## config.mk

```make
export PLATFORM = sky130hd
export DESIGN_NAME = tap_bsr_controller_flat
export DESIGN_NICKNAME = d
export VERILOG_FILES = /design/src/rtl/tap_bsr_controller_if.sv /design/src/rtl/tap_bsr_controller.sv /design/src/flat_wrapper.sv
export SDC_FILE = /design/constraint.sdc
export NUM_CORES = 1
export LEC_CHECK = 0
export ABC_AREA = 1
export CELL_PAD_IN_SITES_DETAIL_PLACEMENT = 1
export CELL_PAD_IN_SITES_GLOBAL_PLACEMENT = 1
export CORE_MARGIN = 2
export CORE_UTILIZATION = 35
export DETAILED_ROUTE_END_ITERATION = 10
export PLACE_DENSITY_LB_ADDON = 0.1
export SLEW_MARGIN = 30
export SYNTH_ARGS = -nofsm -noshare
export SYNTH_HDL_FRONTEND = slang
export SYNTH_SLANG_ARGS = --single-unit
```

## constraint.sdc

```tcl
create_clock -name CK -period 2.1 [get_ports CK]
set_input_delay 0.315 -clock CK [delete_from_list [all_inputs] [get_ports CK]]
set_output_delay 0.315 -clock CK [all_outputs]
set_load 0.005 [all_outputs]
```

## src/rtl/tap_bsr_controller_if.sv

```systemverilog
// Boundary-cell wrapper and core scan chain bundle driven by the TAP controller.
// master: controller side (drives the chain controls and serial inputs).
// slave : wrapper/core side (returns the chain serial outputs).
//   bsr_tdi        serial input to the head of the boundary chain
//   bsr_tdo        serial output from the tail of the boundary chain
//   bsr_ce         boundary-chain clock enable
//   Shift_or_Load  1 = shift, 0 = capture/load
//   Update         one-cycle update strobe
//   Test_or_Normal 1 = boundary cells drive captured/updated value
//   scan_en        core scan enable
//   scan_in        core scan input
//   scan_out       core scan output
interface tap_bsr_controller_if;
  logic bsr_tdi;
  logic bsr_tdo;
  logic bsr_ce;
  logic Shift_or_Load;
  logic Update;
  logic Test_or_Normal;
  logic scan_en;
  logic scan_in;
  logic scan_out;

  modport master (
    output bsr_tdi, bsr_ce, Shift_or_Load, Update, Test_or_Normal,
           scan_en, scan_in,
    input  bsr_tdo, scan_out
  );

  modport slave (
    input  bsr_tdi, bsr_ce, Shift_or_Load, Update, Test_or_Normal,
           scan_en, scan_in,
    output bsr_tdo, scan_out
  );
endinterface

```

## src/rtl/tap_bsr_controller.sv

```systemverilog
// Single-clock 1149.1-style TAP controller sequencing the s9234 boundary-scan
// chain and core scan chain.
// Optional feature macro: TAP_IDCODE_EN (adds 32-bit ID register, opcode 100
// becomes IDCODE and is the reset instruction).
// Ports:
//   CK      system clock, rising edge
//   RST     synchronous active-high reset
//   TMS/TDI test mode select / test data in
//   TDO     combinational serial output of the selected register
//   TDO_EN  high in Shift-IR and Shift-DR
//   chain   boundary/scan chain bundle (master side)
module tap_bsr_controller #(
  parameter int unsigned IR_W       = 3,
  parameter int unsigned BSR_LEN    = 75,
  parameter logic [31:0] IDCODE_VAL = 32'h0923_4001
) (
  input  logic                 CK,
  input  logic                 RST,
  input  logic                 TMS,
  input  logic                 TDI,
  output logic                 TDO,
  output logic                 TDO_EN,
  tap_bsr_controller_if.master chain
);

  typedef enum logic [3:0] {
    S_TLR, S_RTI,
    S_SEL_DR, S_CAP_DR, S_SH_DR, S_EX1_DR, S_PAUSE_DR, S_EX2_DR, S_UPD_DR,
    S_SEL_IR, S_CAP_IR, S_SH_IR, S_EX1_IR, S_PAUSE_IR, S_EX2_IR, S_UPD_IR
  } tap_state_e;

  localparam logic [IR_W-1:0] OP_EXTEST  = IR_W'(0);
  localparam logic [IR_W-1:0] OP_SAMPLE  = IR_W'(1);
  localparam logic [IR_W-1:0] OP_INTEST  = IR_W'(2);
  localparam logic [IR_W-1:0] OP_INTSCAN = IR_W'(3);
  localparam logic [IR_W-1:0] IR_CAPTURE = IR_W'(1);
`ifdef TAP_IDCODE_EN
  localparam logic [IR_W-1:0] OP_IDCODE  = IR_W'(4);
  localparam logic [IR_W-1:0] IR_RESET   = OP_IDCODE;
`else
  localparam logic [IR_W-1:0] IR_RESET   = {IR_W{1'b1}};
`endif

  tap_state_e      r_state;
  tap_state_e      w_next_state;
  logic [IR_W-1:0] r_ir_sr;
  logic [IR_W-1:0] r_ir_active;
  logic            r_bypass;
  logic            w_sel_bsr;
  logic            w_sel_scan;
  logic            w_sel_byp;
  logic            w_dr_tdo;
  logic            w_tap_reset;
  logic            w_unused_cfg;
`ifdef TAP_IDCODE_EN
  logic [31:0]     r_idcode;
  logic            w_sel_id;
`endif

  // BSR_LEN is documentation-only; keep it referenced.
  assign w_unused_cfg = ^{BSR_LEN[0], IDCODE_VAL[0]};

  // DR selection decoded from the active instruction
  always_comb begin
    w_sel_bsr  = (r_ir_active == OP_EXTEST) || (r_ir_active == OP_SAMPLE) ||
                 (r_ir_active == OP_INTEST);
    w_sel_scan = (r_ir_active == OP_INTSCAN);
`ifdef TAP_IDCODE_EN
    w_sel_id   = (r_ir_active == OP_IDCODE);
    w_sel_byp  = !(w_sel_bsr || w_sel_scan || w_sel_id);
`else
    w_sel_byp  = !(w_sel_bsr || w_sel_scan);
`endif
  end

  // State register
  always_ff @(posedge CK) begin
    if (RST) r_state <= S_TLR;
    else     r_state <= w_next_state;
  end

  // Next-state logic: standard 16-state TAP graph
  always_comb begin
    w_next_state = r_state;
    case (r_state)
      S_TLR:      w_next_state = TMS ? S_TLR      : S_RTI;
      S_RTI:      w_next_state = TMS ? S_SEL_DR   : S_RTI;
      S_SEL_DR:   w_next_state = TMS ? S_SEL_IR   : S_CAP_DR;
      S_CAP_DR:   w_next_state = TMS ? S_EX1_DR   : S_SH_DR;
      S_SH_DR:    w_next_state = TMS ? S_EX1_DR   : S_SH_DR;
      S_EX1_DR:   w_next_state = TMS ? S_UPD_DR   : S_PAUSE_DR;
      S_PAUSE_DR: w_next_state = TMS ? S_EX2_DR   : S_PAUSE_DR;
      S_EX2_DR:   w_next_state = TMS ? S_UPD_DR   : S_SH_DR;
      S_UPD_DR:   w_next_state = TMS ? S_SEL_DR   : S_RTI;
      S_SEL_IR:   w_next_state = TMS ? S_TLR      : S_CAP_IR;
      S_CAP_IR:   w_next_state = TMS ? S_EX1_IR   : S_SH_IR;
      S_SH_IR:    w_next_state = TMS ? S_EX1_IR   : S_SH_IR;
      S_EX1_IR:   w_next_state = TMS ? S_UPD_IR   : S_PAUSE_IR;
      S_PAUSE_IR: w_next_state = TMS ? S_EX2_IR   : S_PAUSE_IR;
      S_EX2_IR:   w_next_state = TMS ? S_UPD_IR   : S_SH_IR;
      S_UPD_IR:   w_next_state = TMS ? S_SEL_DR   : S_RTI;
      default:    w_next_state = S_TLR;
    endcase
  end

  // Entering TEST_LOGIC_RESET through TMS has the same effect as RST.
  assign w_tap_reset = RST || (w_next_state == S_TLR);

  // Instruction and data registers
  always_ff @(posedge CK) begin
    if (w_tap_reset) begin
      r_ir_active <= IR_RESET;
      r_ir_sr     <= IR_CAPTURE;
      r_bypass    <= 1'b0;
`ifdef TAP_IDCODE_EN
      r_idcode    <= IDCODE_VAL;
`endif
    end else begin
      case (r_state)
        S_CAP_IR: r_ir_sr     <= IR_CAPTURE;
        S_SH_IR:  r_ir_sr     <= {TDI, r_ir_sr[IR_W-1:1]};
        S_UPD_IR: r_ir_active <= r_ir_sr;
        S_CAP_DR: begin
          if (w_sel_byp) r_bypass <= 1'b0;
`ifdef TAP_IDCODE_EN
          if (w_sel_id)  r_idcode <= IDCODE_VAL;
`endif
        end
        S_SH_DR: begin
          if (w_sel_byp) r_bypass <= TDI;
`ifdef TAP_IDCODE_EN
          if (w_sel_id)  r_idcode <= {TDI, r_idcode[31:1]};
`endif
        end
        default: ;
      endcase
    end
  end

  // Serial output of the selected data register
  always_comb begin
    w_dr_tdo = r_bypass;
    if (w_sel_bsr)       w_dr_tdo = chain.bsr_tdo;
    else if (w_sel_scan) w_dr_tdo = chain.scan_out;
`ifdef TAP_IDCODE_EN
    else if (w_sel_id)   w_dr_tdo = r_idcode[0];
`endif
  end

  // Output decode from the registered state
  always_comb begin
    TDO_EN               = 1'b0;
    TDO                  = w_dr_tdo;
    chain.bsr_tdi        = TDI;
    chain.scan_in        = TDI;
    chain.bsr_ce         = 1'b0;
    chain.Shift_or_Load  = 1'b1;
    chain.Update         = 1'b0;
    chain.scan_en        = 1'b0;
    chain.Test_or_Normal = (r_ir_active == OP_EXTEST) || (r_ir_active == OP_INTEST);
    case (r_state)
      S_SH_IR: begin
        TDO_EN = 1'b1;
        TDO    = r_ir_sr[0];
      end
      S_CAP_DR: begin
        chain.bsr_ce        = w_sel_bsr;
        chain.Shift_or_Load = !w_sel_bsr;
      end
      S_SH_DR: begin
        TDO_EN        = 1'b1;
        chain.bsr_ce  = w_sel_bsr;
        chain.scan_en = w_sel_scan;
      end
      S_UPD_DR: chain.Update = w_sel_bsr;
      default: ;
    endcase
  end

endmodule
```

## src/flat_wrapper.sv

```systemverilog
// flat-port wrapper written by rule: the top's interface ports become plain ports
module tap_bsr_controller_flat 
#(
  parameter int unsigned IR_W       = 3,
  parameter int unsigned BSR_LEN    = 75,
  parameter logic [31:0] IDCODE_VAL = 32'h0923_4001
)
  (CK, RST, TMS, TDI, TDO, TDO_EN, chain_bsr_tdi, chain_bsr_ce, chain_Shift_or_Load, chain_Update, chain_Test_or_Normal, chain_scan_en, chain_scan_in, chain_bsr_tdo, chain_scan_out);
  tap_bsr_controller_if chain_i ();
  input  logic CK;
  input  logic RST;
  input  logic TMS;
  input  logic TDI;
  output logic TDO;
  output logic TDO_EN;
  output wire logic [$bits(chain_i.bsr_tdi)-1:0] chain_bsr_tdi;
  output wire logic [$bits(chain_i.bsr_ce)-1:0] chain_bsr_ce;
  output wire logic [$bits(chain_i.Shift_or_Load)-1:0] chain_Shift_or_Load;
  output wire logic [$bits(chain_i.Update)-1:0] chain_Update;
  output wire logic [$bits(chain_i.Test_or_Normal)-1:0] chain_Test_or_Normal;
  output wire logic [$bits(chain_i.scan_en)-1:0] chain_scan_en;
  output wire logic [$bits(chain_i.scan_in)-1:0] chain_scan_in;
  input wire logic [$bits(chain_i.bsr_tdo)-1:0] chain_bsr_tdo;
  input wire logic [$bits(chain_i.scan_out)-1:0] chain_scan_out;
  assign chain_bsr_tdi = chain_i.bsr_tdi;
  assign chain_bsr_ce = chain_i.bsr_ce;
  assign chain_Shift_or_Load = chain_i.Shift_or_Load;
  assign chain_Update = chain_i.Update;
  assign chain_Test_or_Normal = chain_i.Test_or_Normal;
  assign chain_scan_en = chain_i.scan_en;
  assign chain_scan_in = chain_i.scan_in;
  assign chain_i.bsr_tdo = chain_bsr_tdo;
  assign chain_i.scan_out = chain_scan_out;
  tap_bsr_controller #(.IR_W(IR_W), .BSR_LEN(BSR_LEN), .IDCODE_VAL(IDCODE_VAL)) u_core (.CK(CK), .RST(RST), .TMS(TMS), .TDI(TDI), .TDO(TDO), .TDO_EN(TDO_EN), .chain(chain_i));
endmodule
```

==> Word-level counts from Yosys, hierarchy flattened <==
Cells that the tools add are included.
W data, S select, Z words.
{ "op_classes": {"reduce_logical": 16, "n_eq_ne": 20, "muxes": 25} }
{ "ops": {"columns": ["operator", "count"], "rows": [
  ["$pmux W4 S12", 1],
  ["$eq A4 B4 Y1 const B", 8],
  ["$eq A4 B3 Y1 const B", 4],
  ["$mux W4", 4],
  ["$mux W1", 13],
  ["$eq A4 B2 Y1 const B", 2],
  ["$logic_not A4 Y1", 2],
  ["$eq A3 B2 Y1 const B", 2],
  ["$mux W2", 3],
  ["$mux W3", 2],
  ["$pmux W3 S2", 1],
  ["$reduce_or A2 Y1", 3],
  ["$logic_or A1 B1 Y1", 5],
  ["$eq A4 B1 Y1 const B", 1],
  ["$ne A2 B2 Y1 const B", 2],
  ["$reduce_bool A2 Y1", 2],
  ["$eq A3 B1 Y1 const B", 1],
  ["$logic_not A3 Y1", 1],
  ["$reduce_and A3 Y1", 1],
  ["$reduce_or A3 Y1", 1],
  ["$pmux W1 S2", 1],
  ["$logic_not A1 Y1", 1]
]} }
{ "totals": {"output_inout_bits": 9, "ff_bits": 11, "wordCells": 65} }

==> Logic depth before layout (Yosys ltp) <==
{ "logic_depth": {"word_depth": 6, "mapped_depth": 10} }

==> Worst setup path before layout <==
OpenSTA, ideal clock, no wires.
{ "synth_timing": {"path_kind": "reg2reg", "startpoint": "register u_core.r_state[0]", "endpoint": "register u_core.r_bypass", "path_stages_with_launch": 10, "synth_period_minus_slack_ns": 1.295, "arrival_time_ns": 1.180, "slack_ns": 0.805, "setup_ns": 0.115, "cell_sequence": "dfxtp_1 -> nor2_1 -> nand2_2 -> nand2_1 -> nor2_1 -> nand3_1 -> nor2_1 -> nand3_2 -> nand2_2 -> nor2_1"} }
{ "synth_between": {"elab_chain_len": 5, "word_cells_on_any_way": 27, "cone_classes": "eq/ne (17); mux (2); reduce/logical (8)"} }
{ "synth_rtl": {"columns": ["item", "line", "source"], "rows": [
  ["start: declaration", "tap_bsr_controller.sv:44", "tap_state_e r_state;"],
  ["start signal: assignment", "tap_bsr_controller.sv:79", "else r_state <= w_next_state;"],
  ["$eq A4 B1 Y1, or another cell as far along", "tap_bsr_controller.sv:85", "case (r_state)"],
  ["$reduce_or A3 Y1 (no source line) / $reduce_or A2 Y1 (equally long branches)", null, null],
  ["$pmux W4 S12", "tap_bsr_controller.sv:85", null],
  ["$logic_not A4 Y1", "tap_bsr_controller.sv:107", "assign w_tap_reset = RST || (w_next_state == S_TLR);"],
  ["$logic_or A1 B1 Y1", "tap_bsr_controller.sv:107", null],
  ["end signal: assignment", "tap_bsr_controller.sv:114", "r_bypass <= 1'b0;"],
  ["end signal: assignment", "tap_bsr_controller.sv:124", "if (w_sel_byp) r_bypass <= 1'b0;"],
  ["end signal: assignment", "tap_bsr_controller.sv:130", "if (w_sel_byp) r_bypass <= TDI;"],
  ["end: declaration", "tap_bsr_controller.sv:48", "logic r_bypass;"]
]} }
Several ways; a longest one is shown, not always the timed one.
A chain may end at the register's enable or synchronous reset.

==> Worst setup path after layout <==
{ "layout_timing": {"startpoint": "register u_core.r_state[1]", "endpoint": "output port chain_bsr_ce"} }
{ "layout_between": {"elab_chain_len": 3, "word_cells_on_any_way": 4, "cone_classes": "eq/ne (2); mux (1); reduce/logical (1)"} }
{ "layout_rtl": {"columns": ["item", "line", "source"], "rows": [
  ["$eq A4 B2 Y1 / $eq A4 B3 Y1 (equally long branches)", "tap_bsr_controller.sv:161", "case (r_state)"],
  ["$reduce_or A2 Y1 (no source line) (*)", null, null],
  ["$mux W1 (*)", "tap_bsr_controller.sv:161", null],
  ["end: declaration", "flat_wrapper.sv:17", "output wire logic [$bits(chain_i.bsr_ce)-1:0] chain_bsr_ce;"]
]} }
Every way passes the cells marked *; elsewhere a longest branch is shown, timed or not.

==> impl_summary.md <==
Hold path
The tightest min-delay check is of the flip-flop to flip-flop type.

Clocking
The later pin in the worst-skew pair is clocked with a latency of 0.28 ns. The clock-pin transition on the worst setup and hold timing paths is 0.07 ns. The count of clock tree sinks is 11. The cell at the root of the clock tree is sky130_fd_sc_hd__clkbuf_4. The clock passes through at most 2 buffers.

The deepest level of the CTS H-tree is 1. TritonCTS built the clock tree. Buffers inserted during clock tree synthesis total 3.

Power and ir drop
The clock group share of total power is 0.321. The fraction of power consumed by combinational cells is 0.197. The maximum vdd drop is 0.000312 V.

The analysis attributes to cell leakage a power of 0.484 nW. Of the total power, the share spent switching nets is 0.302. The internal power of the cells totals 0.000322 W. In this run the power density over the cells is 475 mW/mm^2. The sequential fraction of design power is 0.482. The reported net switching power is 0.000139 W.

Timing
Setup violations remaining at the end of the flow were counted as 0. Based on the critical path, the design can be clocked at up to 505 MHz. The number of pins exceeding their max-slew limit in the final report is 0.

The relative slew slack is 0.778. The transition time at the pin with the least slew margin is 0.332 ns. Hold is met by 0.516 ns. The final critical-path share of the clock period is 0.943. The number of endpoints with negative hold slack in the final report was 0.

Setup repair after global routing left no endpoint under its margin. The final-layout setup total negative slack is 0 ns. The smallest clock period supported by the final layout is computed as 1.98 ns. Clock skew on the completed layout was measured at 0.00571 ns.

Critical path
The worst setup path is launched from a flip-flop. The worst setup path is of the flip-flop to output pin kind. For the worst setup path, the data arrival time is 1.67 ns. In this run the worst path has a maximum fanout of 6.

The required arrival time at the worst endpoint is 1.78 ns. STA classifies the critical path endpoint as an output pin. The reg-to-reg setup timing slack is 0.49 ns.

Die
The area inside the core boundary is 0.00198 sq mm. In this run the core area contains 16 standard-cell rows. The width of the die is 50.0 um. The die covers 0.00250 sq mm. From bottom edge to top edge, the die measures 50.0 um.

The top-level port count is 15. The initial utilization of the core area, before any placement, comes to 0.374.

Finish
The commonest non-fill, non-tap cell in the layout is sky130_fd_sc_hd__nand2_1. Compared with the post-synthesis result, the final layout area differs by 30.7%. The share of layout cells above drive strength 1 is 0.134. Once layout is complete, the cells apart from fillers number 176. The net count of the finished layout is 156. The top cell types in the final layout, fill and taps aside, are sky130_fd_sc_hd__nand2_1 (33), sky130_fd_sc_hd__nor2_1 (25), sky130_fd_sc_hd__inv_1 (20), sky130_fd_sc_hd__nand3_1 (14), sky130_fd_sc_hd__clkdlybuf4s50_1 (13). After routing the design area is 970 sq um.

0 antenna diodes ended up in the layout.

Drt
In the detailed route, the total length drawn on met3 is 78 um. The pre-antenna-repair detailed-routing pass consisted of 4 iterations. The routed design has 2290 um of wire. The number of vias per cell after detailed routing is 5.02.

In the routed design, unresolved DRC markers number 0. The uppermost layer routed is met4. After detailed routing, the wire length on met1 is 1080 um. The antenna violation net count after detailed routing is 0. The routed design uses 1080 um of met2 wire.

The routed layout has 883 vias. The routed wire length per instance is 13.0 um. The iteration-0 DRC count of the detailed router is 14.

Job
Across the run, the number of max-cap violations was 0.

Placement
The instance area after placement is 918 sq um. Detailed placement finished with a half-perimeter wire length of 1800 um. The count of input and output buffers is 14.

The congestion estimate from routability-driven global placement came to 0.835. After detailed placement, the design holds a cell count of 172.

Synthesis
The synthesized design contains 11 register bits. Dividing the synthesized area by the synthesized cell count gives 5.66 sq um. The fraction of synthesized cell area taken by the top area cell type is 0.297. The gate count of the mapped netlist is 131. Yosys attributes the largest share of cell area to sky130_fd_sc_hd__dfxtp_1 (30%), sky130_fd_sc_hd__nand2_1 (17%), sky130_fd_sc_hd__nor2_1 (14%), sky130_fd_sc_hd__inv_1 (10%), sky130_fd_sc_hd__nand3_1 (10%).

The number of different library cells used by synthesis comes to 18. The synthesized design spends more area on one cell type than any other, namely sky130_fd_sc_hd__dfxtp_1. The number of synthesis warnings is 0.

The cell area that synthesis handed to floorplanning was 742 sq um. The sequential share of the synthesized area is 0.297. The number of nets in the synthesized netlist is 137.

Status
The run finished with clean final reports.

Global route
The total congestion overflow after global routing is 0. The via count of the first global-routing pass came to 859. The initial antenna violation count was 0. The maximum number of pins on one net before global-route repair is 8. Across every metal layer, demand over resource in global routing totals 0.204. The first-pass GRT wire length is 3830 um.
-- path summary, 6_finish.rpt --
kind / from / cells after the start / to
setup / recovery: u_core.r_state[1] / 5 / chain_bsr_ce
hold / removal: u_core.r_ir_sr[1] / 2 / u_core.r_ir_sr[0]
hold reg to reg: u_core.r_ir_sr[1] / 2 / u_core.r_ir_sr[0]
setup reg to reg: u_core.r_state[2] / 10 / u_core.r_bypass
-- routing by layer --
| metal | track usage | vias up |
|---|---|---|
| met3 | 0.0242 | 7 |
| met1 | 0.265 | 413 |
| met5 | 0 | - |
| met2 | 0.333 | 17 |
| li1 | - | 446 |
| met4 | 0.0926 | 0 |
-- repair_timing --
action | CTS | global route
endpoints found under the setup margin | 3 | 5
pin swaps | 0 | 1
cloned | 0 | 0
buffers inserted | 0 | 0
gates resized for setup | 3 | 7
endpoints found under the hold margin | 0 | 0
hold buffers | 0 | 0
-- synthesized netlist by cell type --
library cell               n
sky130_fd_sc_hd__a21oi_1   5
sky130_fd_sc_hd__inv_2     1
sky130_fd_sc_hd__nor3_1    1
sky130_fd_sc_hd__o22ai_1   3
sky130_fd_sc_hd__o21ai_0   3
sky130_fd_sc_hd__nand2_2   2
sky130_fd_sc_hd__nand4_1   1
sky130_fd_sc_hd__nand3_2   1
sky130_fd_sc_hd__nor2_2    2
sky130_fd_sc_hd__a32oi_1   1
sky130_fd_sc_hd__buf_2     1
sky130_fd_sc_hd__dfxtp_1  11
sky130_fd_sc_hd__nor2_1   28
sky130_fd_sc_hd__nand2_1  33
sky130_fd_sc_hd__buf_4     2
sky130_fd_sc_hd__o21ai_1   1
sky130_fd_sc_hd__inv_1    20
sky130_fd_sc_hd__nand3_1  15
-- per-stage QoR --
| stage | utilization | power, W | setup WS (ns) |
|---|---|---|---|
| 5_1_grt | 0.489 | 0.000486 | 0.0184 |
| 3_3_place_gp | 0.463 | 0.000311 | 0.131 |
| 6_report | 0.489 | 0.000461 | 0.119 |
| 3_5_place_dp | 0.463 | 0.000314 | 0.108 |
| 4_1_cts | 0.480 | 0.000464 | 0.00874 |
| 2_1_floorplan | - | 0.000280 | 0.805 |
-- state kept, by name, summed over array words and instances, names as in the netlist --
register,count
u_core.r_state,4
u_core.r_ir_sr,3
u_core.r_bypass,1
u_core.r_ir_active,3
-- final cells by class --
| type | count | area [sq um] |
|---|---|---|
| fill | 295 | 1010 |
| multi-input combinational | 96 | 440 |
| sequential | 11 | 225 |
| timing repair buffer | 17 | 165 |
| inverter | 21 | 78.8 |
| tap | 27 | 33.8 |
| clock buffer | 4 | 26.3 |
-- kinds of logic after synthesis --
family | count (synthesis) | share of synthesized area
AO/OA/AOI/OAI | 13 | 0.0978
buffers and inverters | 24 | 0.133
flip-flops | 11 | 0.297
AND/OR/NAND/NOR | 83 | 0.472
-- power groups by stage --
stage	Sequential [W]	Clock (W)	Combinational (W)
after detailed placement	0.000225	0	0.0000884
after global routing	0.000223	0.000162	0.000100
final	0.000222	0.000148	0.0000909
after CTS	0.000221	0.000153	0.0000899
after global placement	0.000225	0	0.0000853
after floorplan	0.000224	0	0.0000567
-- critical path, cell delays in order (launching register included) --
cell and delay, ns:
sky130_fd_sc_hd__dfxtp_2 0.40, sky130_fd_sc_hd__nand2_1 0.09, sky130_fd_sc_hd__inv_1 0.12, sky130_fd_sc_hd__nand2_1 0.11, sky130_fd_sc_hd__a21oi_1 0.16, sky130_fd_sc_hd__clkdlybuf4s50_1 0.51
(Power assumes the default switching activity.)
